`src/rtl/matmul_sequencer.sv`:
```
// rtl/matmul_sequencer.sv - MMIO decode and matmul compute sequencer for the 8x8 TPU front end.
// Decodes A/B/C/start windows into write strobes and row selects; holds arr_en for 3*DIM-2 cycles.
module matmul_sequencer #(
   parameter int DIM   = 8,
   parameter int ADDRW = 16
) (
   input  logic                    clk,
   input  logic                    rst_n,
   input  logic                    req,
   input  logic                    r_w,
   input  logic [ADDRW-1:0]        addr,
   output logic                    ack,
   output logic                    addr_err,
   output logic                    wr_en_a,
   output logic                    wr_en_b,
   output logic                    wr_en_c,
   output logic [$clog2(DIM)-1:0]  a_row,
   output logic [$clog2(DIM)-1:0]  c_row,
   output logic                    c_half,
   output logic                    arr_en,
   output logic                    b_en,
   output logic                    busy,
   output logic                    done
);

   localparam int RW = $clog2(DIM);
   localparam int CW = $clog2(3*DIM);
   localparam int PW = ADDRW - 8;
   localparam logic [CW-1:0]    LAST_CNT  = CW'(3*DIM-3);
   localparam logic [7:0]       AB_LIMIT  = 8'(DIM*8);
   localparam logic [7:0]       C_LIMIT   = 8'(DIM*16);
   localparam logic [ADDRW-1:0] START_ADR = ADDRW'(16'h0400);

   typedef enum logic {S_IDLE, S_COMPUTE} state_t;

   state_t         r_state, w_state_nxt;
   logic [CW-1:0]  r_cnt, w_cnt_nxt;
   logic           r_done, w_done_nxt;
   logic           r_addr_err;

   logic [PW-1:0]  w_page;
   logic [7:0]     w_off;
   logic           w_a_hit, w_b_hit, w_c_hit, w_start_hit;
   logic           w_legal, w_err, w_start;

   // Window decode is purely a function of the address; the access type only matters for legality.
   always_comb begin
      w_page      = addr[ADDRW-1:8];
      w_off       = addr[7:0];
      w_a_hit     = (w_page == PW'(1)) && (w_off < AB_LIMIT);
      w_b_hit     = (w_page == PW'(2)) && (w_off < AB_LIMIT);
      w_c_hit     = (w_page == PW'(3)) && (w_off < C_LIMIT);
      w_start_hit = (addr == START_ADR);
      w_legal     = r_w ? (w_a_hit | w_b_hit | w_c_hit | w_start_hit) : w_c_hit;
   end

   // Held in reset the host must not see an accept, even with req asserted.
   always_comb begin
      ack     = req & rst_n & (r_state == S_IDLE);
      wr_en_a = ack & r_w & w_a_hit;
      wr_en_b = ack & r_w & w_b_hit;
      wr_en_c = ack & r_w & w_c_hit;
      w_start = ack & r_w & w_start_hit;
      w_err   = ack & ~w_legal;
      a_row   = addr[3 +: RW];
      c_row   = addr[4 +: RW];
      c_half  = addr[3];
   end

   always_comb begin
      w_state_nxt = r_state;
      w_cnt_nxt   = r_cnt;
      w_done_nxt  = 1'b0;
      arr_en      = 1'b0;
      case (r_state)
         S_IDLE: begin
            if (w_start) begin
               w_state_nxt = S_COMPUTE;
               w_cnt_nxt   = '0;
            end
         end
         S_COMPUTE: begin
            arr_en = 1'b1;
            if (r_cnt == LAST_CNT) begin
               w_state_nxt = S_IDLE;
               w_cnt_nxt   = '0;
               w_done_nxt  = 1'b1;
            end else begin
               w_cnt_nxt = r_cnt + 1'b1;
            end
         end
         default: begin
            w_state_nxt = S_IDLE;
            w_cnt_nxt   = '0;
         end
      endcase
   end

   always_ff @(posedge clk or negedge rst_n) begin
      if (!rst_n) begin
         r_state    <= S_IDLE;
         r_cnt      <= '0;
         r_done     <= 1'b0;
         r_addr_err <= 1'b0;
      end else begin
         r_state    <= w_state_nxt;
         r_cnt      <= w_cnt_nxt;
         r_done     <= w_done_nxt;
         r_addr_err <= w_err;
      end
   end

   always_comb begin
      busy     = (r_state == S_COMPUTE);
      b_en     = wr_en_b | arr_en;
      done     = r_done;
      addr_err = r_addr_err;
   end

endmodule

```
`config.mk`:
```
export PLATFORM = sky130hd
export DESIGN_NAME = matmul_sequencer
export DESIGN_NICKNAME = d
export VERILOG_FILES = /design/src/rtl/matmul_sequencer.sv
export SDC_FILE = /design/constraint.sdc
export NUM_CORES = 1
export LEC_CHECK = 0
export BUFFER_PORTS_ARGS = -buffer_cell sky130_fd_sc_hd__clkbuf_2
export CELL_PAD_IN_SITES_DETAIL_PLACEMENT = 1
export CELL_PAD_IN_SITES_GLOBAL_PLACEMENT = 2
export CORE_MARGIN = 2
export CORE_UTILIZATION = 22
export DETAILED_ROUTE_END_ITERATION = 10
export GPL_ROUTABILITY_DRIVEN = 0
export PLACE_DENSITY = 0.75
export SLEW_MARGIN = 10
export SYNTH_ARGS = -nofsm -noshare
export SYNTH_HDL_FRONTEND = slang
export SYNTH_SLANG_ARGS = --single-unit
```
`constraint.sdc`:
```
create_clock -name clk -period 4.08 [get_ports clk]
set_input_delay 0.408 -clock clk [delete_from_list [all_inputs] [get_ports clk]]
set_output_delay 0.408 -clock clk [all_outputs]
set_load 0.05 [all_outputs]
```
Word-level counts from Yosys, hierarchy flattened
Cells that the tools add are included.

$add $sub $neg: 1. $lt $le $gt $ge: 2. Equal/unequal tests: 6. Mux-type cells: 10. Bitwise gates (word level): 14. Reduce and logical (&&, ||, !) cells: 3.

Operator list (number): equality test 16 x 11 -> 1 bit (second input constant) (1); equality test 8 x 2 -> 1 bit (second input constant) (2); 2-to-1 mux 5 bit (2); one-hot mux 5 bit (2 select lines) (1); AND 1 bit (8); equality test 8 x 1 -> 1 bit (second input constant) (1); < comparator 8 x 7 -> 1 bit (second input constant) (1); < comparator 8 bit (second input constant) (1); 2-to-1 mux 1 bit (6); adder 5 x 1 -> 5 bit (second input constant) (1); equality test 5 bit (second input constant) (1); bitwise OR 1 bit (4); logical AND 1 bit (3); != test 2 bit (second input constant) (1); inverter 1 bit (2); one-hot mux 1 bit (2 select lines) (1).

Flip-flop bits (word level): 8. Output and inout bits: 16.

Depth between registers and ports, before layout
Gate-level depths: netlist (run 1).

Word-level depth: 8. Depth in mapped cells: 6. Depth with buffers taken out: 6.

Least setup slack after synthesis (run 1)
No wires, ideal clock.

Path type: input port to output port. From: input addr[13]. To: output wr_en_a. Arrival time: 2.925 ns. Required time: 3.672 ns. Setup slack: 0.747 ns. Stages on the path: 3. Cells stage by stage: or4_4 -> or4_4 -> nor4_1.

Cells in the longest elaborated chain, start to end: 3.

RTL lines: start: declaration (line 11) `input logic [ADDRW-1:0] addr,`; equality test 8 x 1 -> 1 bit (line 50) `w_a_hit = (w_page == PW'(1)) && (w_off < AB_LIMIT);`; logical AND 1 bit (line 50); AND 1 bit (line 60) `wr_en_a = ack & r_w & w_a_hit;`; end: declaration (line 14) `output logic wr_en_a,`.

Every way passes these cells.

Worst setup path after layout (run 1)
From: input rst_n. To: output b_en.

Cells in the longest elaborated chain, start to end: 5.

RTL lines: start: declaration (line 8) `input logic rst_n,`; AND 1 bit (2 in a row) (line 59) `ack = req & rst_n & (r_state == S_IDLE);`; AND 1 bit (2 in a row) (line 61) `wr_en_b = ack & r_w & w_b_hit;`; bitwise OR 1 bit (line 115) `b_en = wr_en_b | arr_en;`; end: declaration (line 21) `output logic b_en,`.

Every way passes these cells.

==> results of run 1 <==
state kept, by name, indices dropped and copies added (netlist names):
signal,flops
r_cnt,5
done,1
busy,1
addr_err,1
worst paths after layout:
kind,startpoint,end
hold reg to reg,r_cnt[0]$_DFFE_PN0P_,r_cnt[0]$_DFFE_PN0P_
min in group asynchronous,rst_n,r_cnt[2]$_DFFE_PN0P_
setup / recovery,rst_n,b_en
max in group asynchronous,rst_n,r_cnt[3]$_DFFE_PN0P_
hold / removal,addr[11],addr_err$_DFF_PN0_
setup reg to reg,busy$_DFF_PN0_,r_cnt[3]$_DFFE_PN0P_
routing by layer:
layer  vias up  routed length, um  share of wire, %  global-route usage [%]
met5         -                  0                 0                       0
met4         0                  6              0.39                    6.25
met3         2                106               6.9                    1.64
met2        28                785                51                    22.3
met1       277                640                42                    12.5
li1        284                  -                 -                       -
placed cells by master, fill, tap and decap left out, types with 2 or more instances in the layout:
cell and instances:
o21ai_0 3, nor4_1 2, nand2b_1 2, nor4b_1 2
clkbuf_2 35, clkbuf_4 3, dfrtp_1 8, o32ai_1 2
ha_1 2, nand2_1 9, nor2_1 5, or4_4 2
inv_1 3, nand3_1 4
cell type report:
cell class / count / area share (%)
Clock buffer: 3 / 3.05
Inverter: 3 / 1.52
Multi-Input combinational cell: 44 / 38.2
Sequential cell: 8 / 27.1
Tap cell: 30 / 5.08
Timing Repair Buffer: 36 / 25.0
repair_timing:
item                                    CTS  global route
hold buffers                              1             0
endpoints found under the setup margin    0             0
endpoints found under the hold margin     4             0
power by group through the flow:
stage	combinational (mW)	clock, mW	sequential, mW
finish	0.0405	0.0602	0.0801
global route	0.0432	0.0712	0.0799
CTS	0.0411	0.0654	0.0800
detailed placement	0.0402	0	0.0814
global placement	0.0399	0	0.0814
floorplan	0.0252	0	0.0833
logic make-up after synthesis:
group                      after synthesis
buffers and inverters                   12
AOI/OAI and AO/OA                       10
DFF                                      8
and+or+nand+nor                         31
adders and majority gates                2
xor gates and xnor gates                 1
==> flow_metrics.env, run 1 <==
export IMPL_fin_skew_ns=0.00386
export IMPL_critPathMostFrequentCell="clkbuf_2"
export IMPL_rows=18
export IMPL_stdcell_area_sq_um=739
export IMPL_holdWs_ns=0.414
export IMPL_cts_buffer_depth=2
export IMPL_fillerInstances=297
export IMPL_synth_edf_count=0
export IMPL_avgSynthCellArea_sq_um=8.72
export IMPL_post_cts_buffers=0
export IMPL_worstPathArrival_ns=2.49
export IMPL_synth_cells_most_frequent="9 x nand2_1, 8 x buf_4, 8 x dfrtp_1, 5 x nor2_1, 4 x nand3_1"
export IMPL_synthToLayoutAreaGrowth_pct=32.5
export IMPL_rsz0062_at_grt="no"
export IMPL_die_w_um=54.4
export IMPL_start_util_pct=22.9
export IMPL_vias_per_cell=4.77
export IMPL_synthXorXnorAreaFrac_pct=1.57
export IMPL_muxShareOfSynthArea_pct=0
export IMPL_routed_wl_mm=1.54
export IMPL_synth_nets=86
export IMPL_cts_tree="built"
export IMPL_cts_buffers=3
export IMPL_async_flop_share_pct=100
export IMPL_p_per_area_nw_per_um2=244
export IMPL_hold_depth=2
export IMPL_port_buffers=35
export IMPL_post_cts_resized=0
export IMPL_dieHeight_um=54.4
export IMPL_grt_max_degree=12
export IMPL_relSlewSlack_pct=75.9
export IMPL_syn_area_sq_um=558
export IMPL_multi_input_area_sq_um=283
export IMPL_path_class="in2out"
export IMPL_instances_no_fill=124
export IMPL_synth_top_cell_area_share_pct=35.9
export IMPL_synth_compound_area_share_pct=13.0
export IMPL_finalCriticalPeriod_ns=2.90
export IMPL_cp_depth=7
export IMPL_seqPwrFrac_pct=44.3
export IMPL_nNetsFinal=118
export IMPL_startpoint_type="input port"
export IMPL_maxSlewViolCount=0
export IMPL_syn_instance_count=64
export IMPL_setup_viol=0
export IMPL_end_kind="output pin"
export IMPL_switching_share_pct=30.1
export IMPL_seqCellArea_sq_um=200
export IMPL_antenna_found_initial=0
export IMPL_grt_usage_pct=11.8
export IMPL_crit_fanout=9
export IMPL_dpl_worst_slack_ns=1.51
export IMPL_drtIter0Drc=7
export IMPL_overflow=0
export IMPL_clockRootBuffer="clkbuf_4"
export IMPL_num_vias=591
export IMPL_dpl_instance_area_sq_um=707
export IMPL_crit_slowest_cell="or4_4"
export IMPL_postLayoutSetupSlackWorst_ns=1.18
export IMPL_final_util_pct=30.4
export IMPL_ios=36
export IMPL_period_share_pct=71.0
export IMPL_fin_setup_tns_ns=0
export IMPL_p_total_mw=0.181
export IMPL_synth_top_family_by_area="simple AND/OR/NAND/NOR gates"
export IMPL_clkTransAtPathRegs_ns=0.05
export IMPL_ir_drop_mv=0.0713
export IMPL_critPathMaxStageDelay_ns=0.53
export IMPL_synth_seq_area_share_pct=35.9
export IMPL_synth_most_common_cell="nand2_1"
export IMPL_leakage_nw=0.357
export IMPL_p_int_mw=0.126
export IMPL_synthSimpleGateAreaFrac_pct=31.6
export IMPL_cp_top_family="simple AND/OR/NAND/NOR gates"
export IMPL_min_delay_path_class="in2reg"
export IMPL_finalHoldViolations=0
export IMPL_worstPathRequired_ns=3.67
export IMPL_first_pass_iters=4
export IMPL_grt_pass1_wl_mm=2.47
export IMPL_ys_flop_type="dfrtp_1"
export IMPL_worstPathCellList="dlygate4sd3_1, clkbuf_2, nand2_1, or4_4, and4bb_2, or2_2, clkbuf_2"
export IMPL_ys_seq_elements=8
export IMPL_die_area_sq_um=2960
export IMPL_insertion_delay_ns=0.25
export IMPL_rrSetupSlack_ns=2.33
export IMPL_yosys_top_cells_area="dfrtp_1 36%, buf_4 11%, nand2_1 6.1%, ha_1 4.5%, or4_4 4.0%"
export IMPL_power_switching_mw=0.0543
export IMPL_wl_per_cell_um=12.4
export IMPL_reg2reg_depth=3
export IMPL_maxCapViolations=0
export IMPL_n_antenna_cell=0
export IMPL_synth_fa_ha_area_share_pct=4.48
export IMPL_dp_hpwl_mm=1.24
export IMPL_core_sq_um=2430
export IMPL_outcome="finished, final reports clean"
export IMPL_cts_sinks=8
export IMPL_post_place_cells=120
export IMPL_crit_buf_inv=3
export IMPL_ys_types=25
export IMPL_max_freq_mhz=345
export IMPL_worstMarginPinSlew_ns=0.356
export IMPL_clkPwrFrac_pct=33.3
export IMPL_ys_warn_count=0
export IMPL_yosysTopAreaCell="dfrtp_1"
export IMPL_postRouteAntennaNets=0
export IMPL_drive_above_1_share_pct=45.7
export IMPL_comb_power_share_pct=22.4
export IMPL_htreeDepth=1
export IMPL_grt_pass1_vias=588
export IMPL_drc_errors=0
No activity file was read; power rests on OpenSTA's default activity.
==> inputs of run 2 (changes only) <==
- ABC_AREA: unset -> 1
- CORE_UTILIZATION: 22 -> 19
- PLACE_DENSITY: 0.75 -> 0.68
- clock period: 4.08 -> 2.4 ns (I/O delays scaled with it)
==> run 2 against run 1 <==
Effect of this change: critical path depth is the same; routed wire length grew 9.0%; design area grew 15%; area after synthesis grew 15%; highest routed layer is now met3; worst setup slack lost 0.84 ns.
==> flow_metrics.env, run 2 <==
export IMPL_outcome="finished, final reports clean"
export IMPL_n_antenna_cell=0
export IMPL_syn_area_sq_um=642
export IMPL_fin_skew_ns=0.00672
export IMPL_worstPathCellList="dlygate4sd3_1, clkbuf_2, nand3_4, nor2_4, inv_2, o21ai_1, clkbuf_2"
export IMPL_postLayoutSetupSlackWorst_ns=0.341
export IMPL_dieHeight_um=62.1
export IMPL_dpl_worst_slack_ns=0.826
export IMPL_htreeDepth=1
export IMPL_worstPathArrival_ns=1.82
export IMPL_drtIter0Drc=30
export IMPL_leakage_nw=0.439
export IMPL_r2r_start="r_cnt[0]$_DFFE_PN0P_"
export IMPL_layout_common_cells="35 x clkbuf_2, 15 x nor2_1, 12 x nand2_1"
export IMPL_clkTransAtPathRegs_ns=0.05
export IMPL_seqCellArea_sq_um=200
export IMPL_cp_top_family="buffers and inverters"
export IMPL_grt_max_degree=10
export IMPL_synth_seq_area_share_pct=31.2
export IMPL_relSlewSlack_pct=81.1
export IMPL_hold_path_endpoint="addr_err$_DFF_PN0_"
export IMPL_finalCriticalPeriod_ns=2.06
export IMPL_wl_per_cell_um=10.3
export IMPL_synth_fa_ha_area_share_pct=3.90
export IMPL_hold_depth=2
export IMPL_synth_most_common_cell="nor2_1"
export IMPL_cts_buffers=3
export IMPL_port_buffers=35
export IMPL_synth_compound_area_share_pct=6.82
export IMPL_ir_drop_mv=0.0935
export IMPL_min_delay_path_class="in2reg"
export IMPL_grt_pass1_wl_mm=2.98
export IMPL_cts_buffer_depth=2
export IMPL_drc_errors=0
export IMPL_ios=36
export IMPL_worstMarginPinSlew_ns=0.285
export IMPL_synth_nets=108
export IMPL_stdcell_area_sq_um=847
export IMPL_critPathLaunch="rst_n"
export IMPL_overflow=0
export IMPL_drive_above_1_share_pct=42.7
export IMPL_crit_fanout=9
export IMPL_ys_seq_elements=8
export IMPL_end_kind="output pin"
export IMPL_ys_types=21
export IMPL_core_sq_um=3280
export IMPL_grt_pass1_vias=682
export IMPL_fillerInstances=436
export IMPL_worstPathRequired_ns=2.16
export IMPL_multi_input_area_sq_um=338
export IMPL_num_vias=634
export IMPL_largest_reg_flops=5
export IMPL_die_area_sq_um=3860
export IMPL_postRouteAntennaNets=0
export IMPL_avgSynthCellArea_sq_um=7.46
export IMPL_antenna_found_initial=0
export IMPL_fin_setup_tns_ns=0
export IMPL_setup_viol=0
export IMPL_yosys_top_cells_area="dfrtp_1 31%, buf_4 9.4%, nor2_1 8.8%, nand3_1 7.0%, nand2_1 7.0%"
export IMPL_insertion_delay_ns=0.25
export IMPL_rrSetupSlack_ns=1.15
export IMPL_die_w_um=62.1
export IMPL_synthSimpleGateAreaFrac_pct=40.5
export IMPL_muxShareOfSynthArea_pct=0
export IMPL_period_share_pct=85.8
export IMPL_start_util_pct=19.5
export IMPL_critPathMaxStageDelay_ns=0.52
export IMPL_max_freq_mhz=486
export IMPL_finalHoldViolations=0
export IMPL_routed_wl_mm=1.68
export IMPL_dp_hpwl_mm=1.46
export IMPL_first_pass_iters=3
export IMPL_cts_tree="built"
export IMPL_synth_cells_most_frequent="15 x nor2_1, 12 x nand2_1, 9 x inv_1, 9 x nand3_1"
export IMPL_synth_top_family_by_area="simple AND/OR/NAND/NOR gates"
export IMPL_reg2reg_depth=6
export IMPL_crit_slowest_cell="dlygate4sd3_1"
export IMPL_syn_instance_count=86
export IMPL_startpoint_type="input port"
export IMPL_post_cts_buffers=0
export IMPL_rsz0062_at_grt="no"
export IMPL_layout_commonest_cell="clkbuf_2"
export IMPL_dpl_instance_area_sq_um=815
export IMPL_grt_usage_pct=9.33
export IMPL_p_per_area_nw_per_um2=369
export IMPL_maxSlewViolCount=0
export IMPL_synthXorXnorAreaFrac_pct=1.36
export IMPL_critPathMostFrequentCell="clkbuf_2"
export IMPL_maxCapViolations=0
export IMPL_synth_top_cell_area_share_pct=31.2
export IMPL_async_flop_share_pct=100
export IMPL_ys_warn_count=0
export IMPL_rows=21
export IMPL_yosysTopAreaCell="dfrtp_1"
export IMPL_min_from="r_w"
export IMPL_clockRootBuffer="clkbuf_4"
export IMPL_crit_buf_inv=4
export IMPL_path_class="in2out"
export IMPL_vias_per_cell=3.89
export IMPL_ys_flop_type="dfrtp_1"
export IMPL_largest_register="r_cnt"
export IMPL_nNetsFinal=141
export IMPL_regToRegEndpoint="r_cnt[4]$_DFFE_PN0P_"
export IMPL_cts_sinks=8
export IMPL_synth_edf_count=0
export IMPL_synthToLayoutAreaGrowth_pct=32.0
run 2: cell types whose count changed in the layout (fill, tap and decap cells not counted), moves of 3 or more:
cell     previous run  this run
inv_1               3         9
nand2_1             9        12
nand3_1             4         9
nor2_1              5        15
o21ai_0             3         0
o21ai_1             0         6
run 2: timing repair:
| action | CTS | global route |
|---|---|---|
| resized for setup | 0 | 0 |
| endpoints found under the hold margin | 8 | 0 |
| hold buffers | 1 | 0 |
run 2: worst max path at each step:
| stage | cells after the start | endpoint | slack, ns |
|---|---|---|---|
| after floorplan | 5 | b_en | 0.40 |
| after global placement | 6 | b_en | 0.87 |
| after detailed placement | 6 | b_en | 0.83 |
| after CTS | 7 | b_en | 0.31 |
| after global routing | 7 | b_en | 0.25 |
| final | 7 | b_en | 0.34 |
run 2: area by class of cell:
class	count	area share (%)
clock buffer	3	2.66
inverter	11	5.17
multi-input combinational	59	39.9
sequential	8	23.6
tap	46	6.79
timing repair buffer	36	21.9
run 2: metrics by stage:
step                      utilization [%]  std cells  hold slack [ns]  total power, mW
after floorplan                         -         86          -0.0556            0.191
final                                25.8        163            0.189            0.313
after global routing                 25.8        163            0.207            0.328
after CTS                            25.8        163            0.187            0.318
after detailed placement             24.8        159            0.115            0.214
after global placement               24.8        159            0.114            0.213
run 2: logic make-up after synthesis:
logic type                 after synthesis
and+or+nand+nor                         48
buffers and inverters                   19
AOI/OAI and AO/OA                        8
DFF                                      8
adders and majority gates                2
xor gates and xnor gates                 1
run 2: report_power, final:
| group | total (mW) | internal, mW | switching (mW) |
|---|---|---|---|
| registers | 0.136 | 0.136 | 0.000263 |
| clock network | 0.101 | 0.0571 | 0.0437 |
| logic | 0.0757 | 0.0232 | 0.0525 |
run 2: metal layers:
layer	vias up	part of all wire, %	GRT usage [%]
li1	330	-	-
met5	-	0	0
met4	0	0	2.50
met3	0	5.9	1.45
met2	23	50	16.4
met1	281	44	11.8
==> inputs of run 3 (changes only) <==
- CORE_ASPECT_RATIO: unset -> 0.5
==> run 3 against run 2 <==
Effect of this change: maximum frequency grew 2.7%; worst setup slack gained 0.054 ns; cell count shrank 3.7%; design area grew 1.3%; routed wire length shrank 6.0%; first-iteration DRC count shrank 57%; count of clock-buffer cells in the layout is the same; sequential cell count is the same.
==> flow_metrics.env, run 3 (synthesis gave the netlist of run 2 again) <==
export IMPL_grt_use_met2_pct=15.8
export IMPL_ir_drop_mv=0.127
export IMPL_cp_depth=7
export IMPL_start_util_pct=20.6
export IMPL_path_class="in2out"
export IMPL_largest_register="r_cnt"
export IMPL_rsz0062_at_grt="no"
export IMPL_cts_buffers=3
export IMPL_r2r_start="r_cnt[1]$_DFFE_PN0P_"
export IMPL_nNetsFinal=141
export IMPL_grt_usage_pct=8.82
export IMPL_regToRegEndpoint="r_cnt[4]$_DFFE_PN0P_"
export IMPL_fin_skew_ns=0.00259
export IMPL_postLayoutSetupSlackWorst_ns=0.395
export IMPL_htreeDepth=1
export IMPL_die_w_um=86.2
export IMPL_antenna_found_initial=0
export IMPL_maxCapViolations=0
export IMPL_min_delay_path_class="in2reg"
export IMPL_startpoint_type="input port"
export IMPL_finalCriticalPeriod_ns=2.01
export IMPL_dieHeight_um=45.1
export IMPL_first_pass_iters=3
export IMPL_core_sq_um=3120
export IMPL_rows=14
export IMPL_wl_per_cell_um=10.0
export IMPL_grt_pass1_vias=624
export IMPL_port_buffers=35
export IMPL_drc_errors=0
export IMPL_grt_use_met1_pct=10.1
export IMPL_cp_top_family="buffers and inverters"
export IMPL_reg2reg_depth=7
export IMPL_worstPathRequired_ns=2.16
export IMPL_grt_pass1_wl_mm=2.60
export IMPL_insertion_delay_ns=0.22
export IMPL_crit_buf_inv=4
export IMPL_cts_tree="built"
export IMPL_die_area_sq_um=3890
export IMPL_cts_sinks=8
export IMPL_layout_common_cells="35 x clkbuf_2, 15 x nor2_1, 12 x nand2_1"
export IMPL_overflow=0
export IMPL_p_per_area_nw_per_um2=429
export IMPL_holdWs_ns=0.208
export IMPL_hold_path_endpoint="addr_err$_DFF_PN0_"
export IMPL_n_antenna_cell=0
export IMPL_worstMarginPinSlew_ns=0.282
export IMPL_finalHoldViolations=0
export IMPL_drive_above_1_share_pct=42.7
export IMPL_critPathMostFrequentCell="clkbuf_2"
export IMPL_ios=36
export IMPL_postRouteAntennaNets=0
export IMPL_min_from="r_w"
export IMPL_maxSlewViolCount=0
export IMPL_clockRootBuffer="clkbuf_8"
export IMPL_crit_fanout=9
export IMPL_busiest_layer="met2"
export IMPL_end_kind="output pin"
export IMPL_outcome="finished, final reports clean"
export IMPL_worstPathCellList="dlygate4sd3_1, clkbuf_2, nand3_4, nor2_4, inv_2, o21ai_1, clkbuf_2"
export IMPL_critPathMaxStageDelay_ns=0.52
export IMPL_num_vias=638
export IMPL_stdcell_area_sq_um=858
export IMPL_worstPathArrival_ns=1.77
export IMPL_max_freq_mhz=499
export IMPL_routed_wl_mm=1.58
export IMPL_setup_viol=0
export IMPL_synthToLayoutAreaGrowth_pct=33.7
export IMPL_largest_reg_flops=5
export IMPL_drtIter0Drc=13
export IMPL_period_share_pct=83.5
export IMPL_dp_hpwl_mm=1.37
export IMPL_cts_buffer_depth=2
export IMPL_leakage_nw=0.447
export IMPL_rrSetupSlack_ns=1.16
export IMPL_grt_max_degree=10
export IMPL_dpl_worst_slack_ns=0.886
export IMPL_grtUsageMet3_pct=3.29
export IMPL_vias_per_cell=4.06
export IMPL_layout_commonest_cell="clkbuf_2"
export IMPL_hold_depth=2
export IMPL_crit_slowest_cell="dlygate4sd3_1"
export IMPL_fillerInstances=413
export IMPL_clkTransAtPathRegs_ns=0.04
export IMPL_relSlewSlack_pct=81.3
export IMPL_dpl_instance_area_sq_um=807
export IMPL_fin_setup_tns_ns=0
==> run 3: cell count changes in the layout (fill, tap and decap cells not counted) <==
cell and delta:
clkbuf_4 -3, clkbuf_8 +3
==> run 3: final cells by class <==
type,count,area [sq um],area share (%)
tap,40,50.0,5.83
clock buffer,3,41.3,4.81
multi-input combinational,59,338,39.4
inverter,11,43.8,5.10
timing repair buffer,36,185,21.6
sequential,8,200,23.3
==> run 3: metrics by stage <==
step / util, % / std cells / power, mW
2_1_floorplan: - / 86 / 0.191
3_3_place_gp: 25.9 / 153 / 0.213
3_5_place_dp: 25.9 / 153 / 0.214
4_1_cts: 27.5 / 157 / 0.374
5_1_grt: 27.5 / 157 / 0.390
6_report: 27.5 / 157 / 0.368
==> run 3: timing repair <==
item | in CTS | in global routing
hold buffers | 1 | 0
endpoints found under the hold margin | 8 | 0
buffers inserted | 0 | 0
resized for setup | 0 | 0
==> run 3: worst max-delay path by stage <==
| stage | startpoint | end | slack [ns] |
|---|---|---|---|
| final | rst_n | b_en | 0.39 |
| after global placement | rst_n | b_en | 0.91 |
| after floorplan | busy$_DFF_PN0_ | b_en | 0.40 |
| after detailed placement | busy$_DFF_PN0_ | b_en | 0.89 |
| after CTS | rst_n | b_en | 0.36 |
| after global routing | rst_n | b_en | 0.25 |
==> run 3: per-layer routing <==
metal,up-vias,wire length [um]
met5,-,0
met4,0,8
met3,2,90
met2,15,774
met1,292,702
li1,329,-
==> run 3: power by group <==
part / total (mW) / internal [mW] / leakage (nW) / switching (mW)
clock: 0.156 / 0.108 / 0.0216 / 0.0479
combinational: 0.0752 / 0.0232 / 0.314 / 0.0520
sequential: 0.137 / 0.136 / 0.111 / 0.000250
total: 0.368 / 0.268 / 0.447 / 0.100
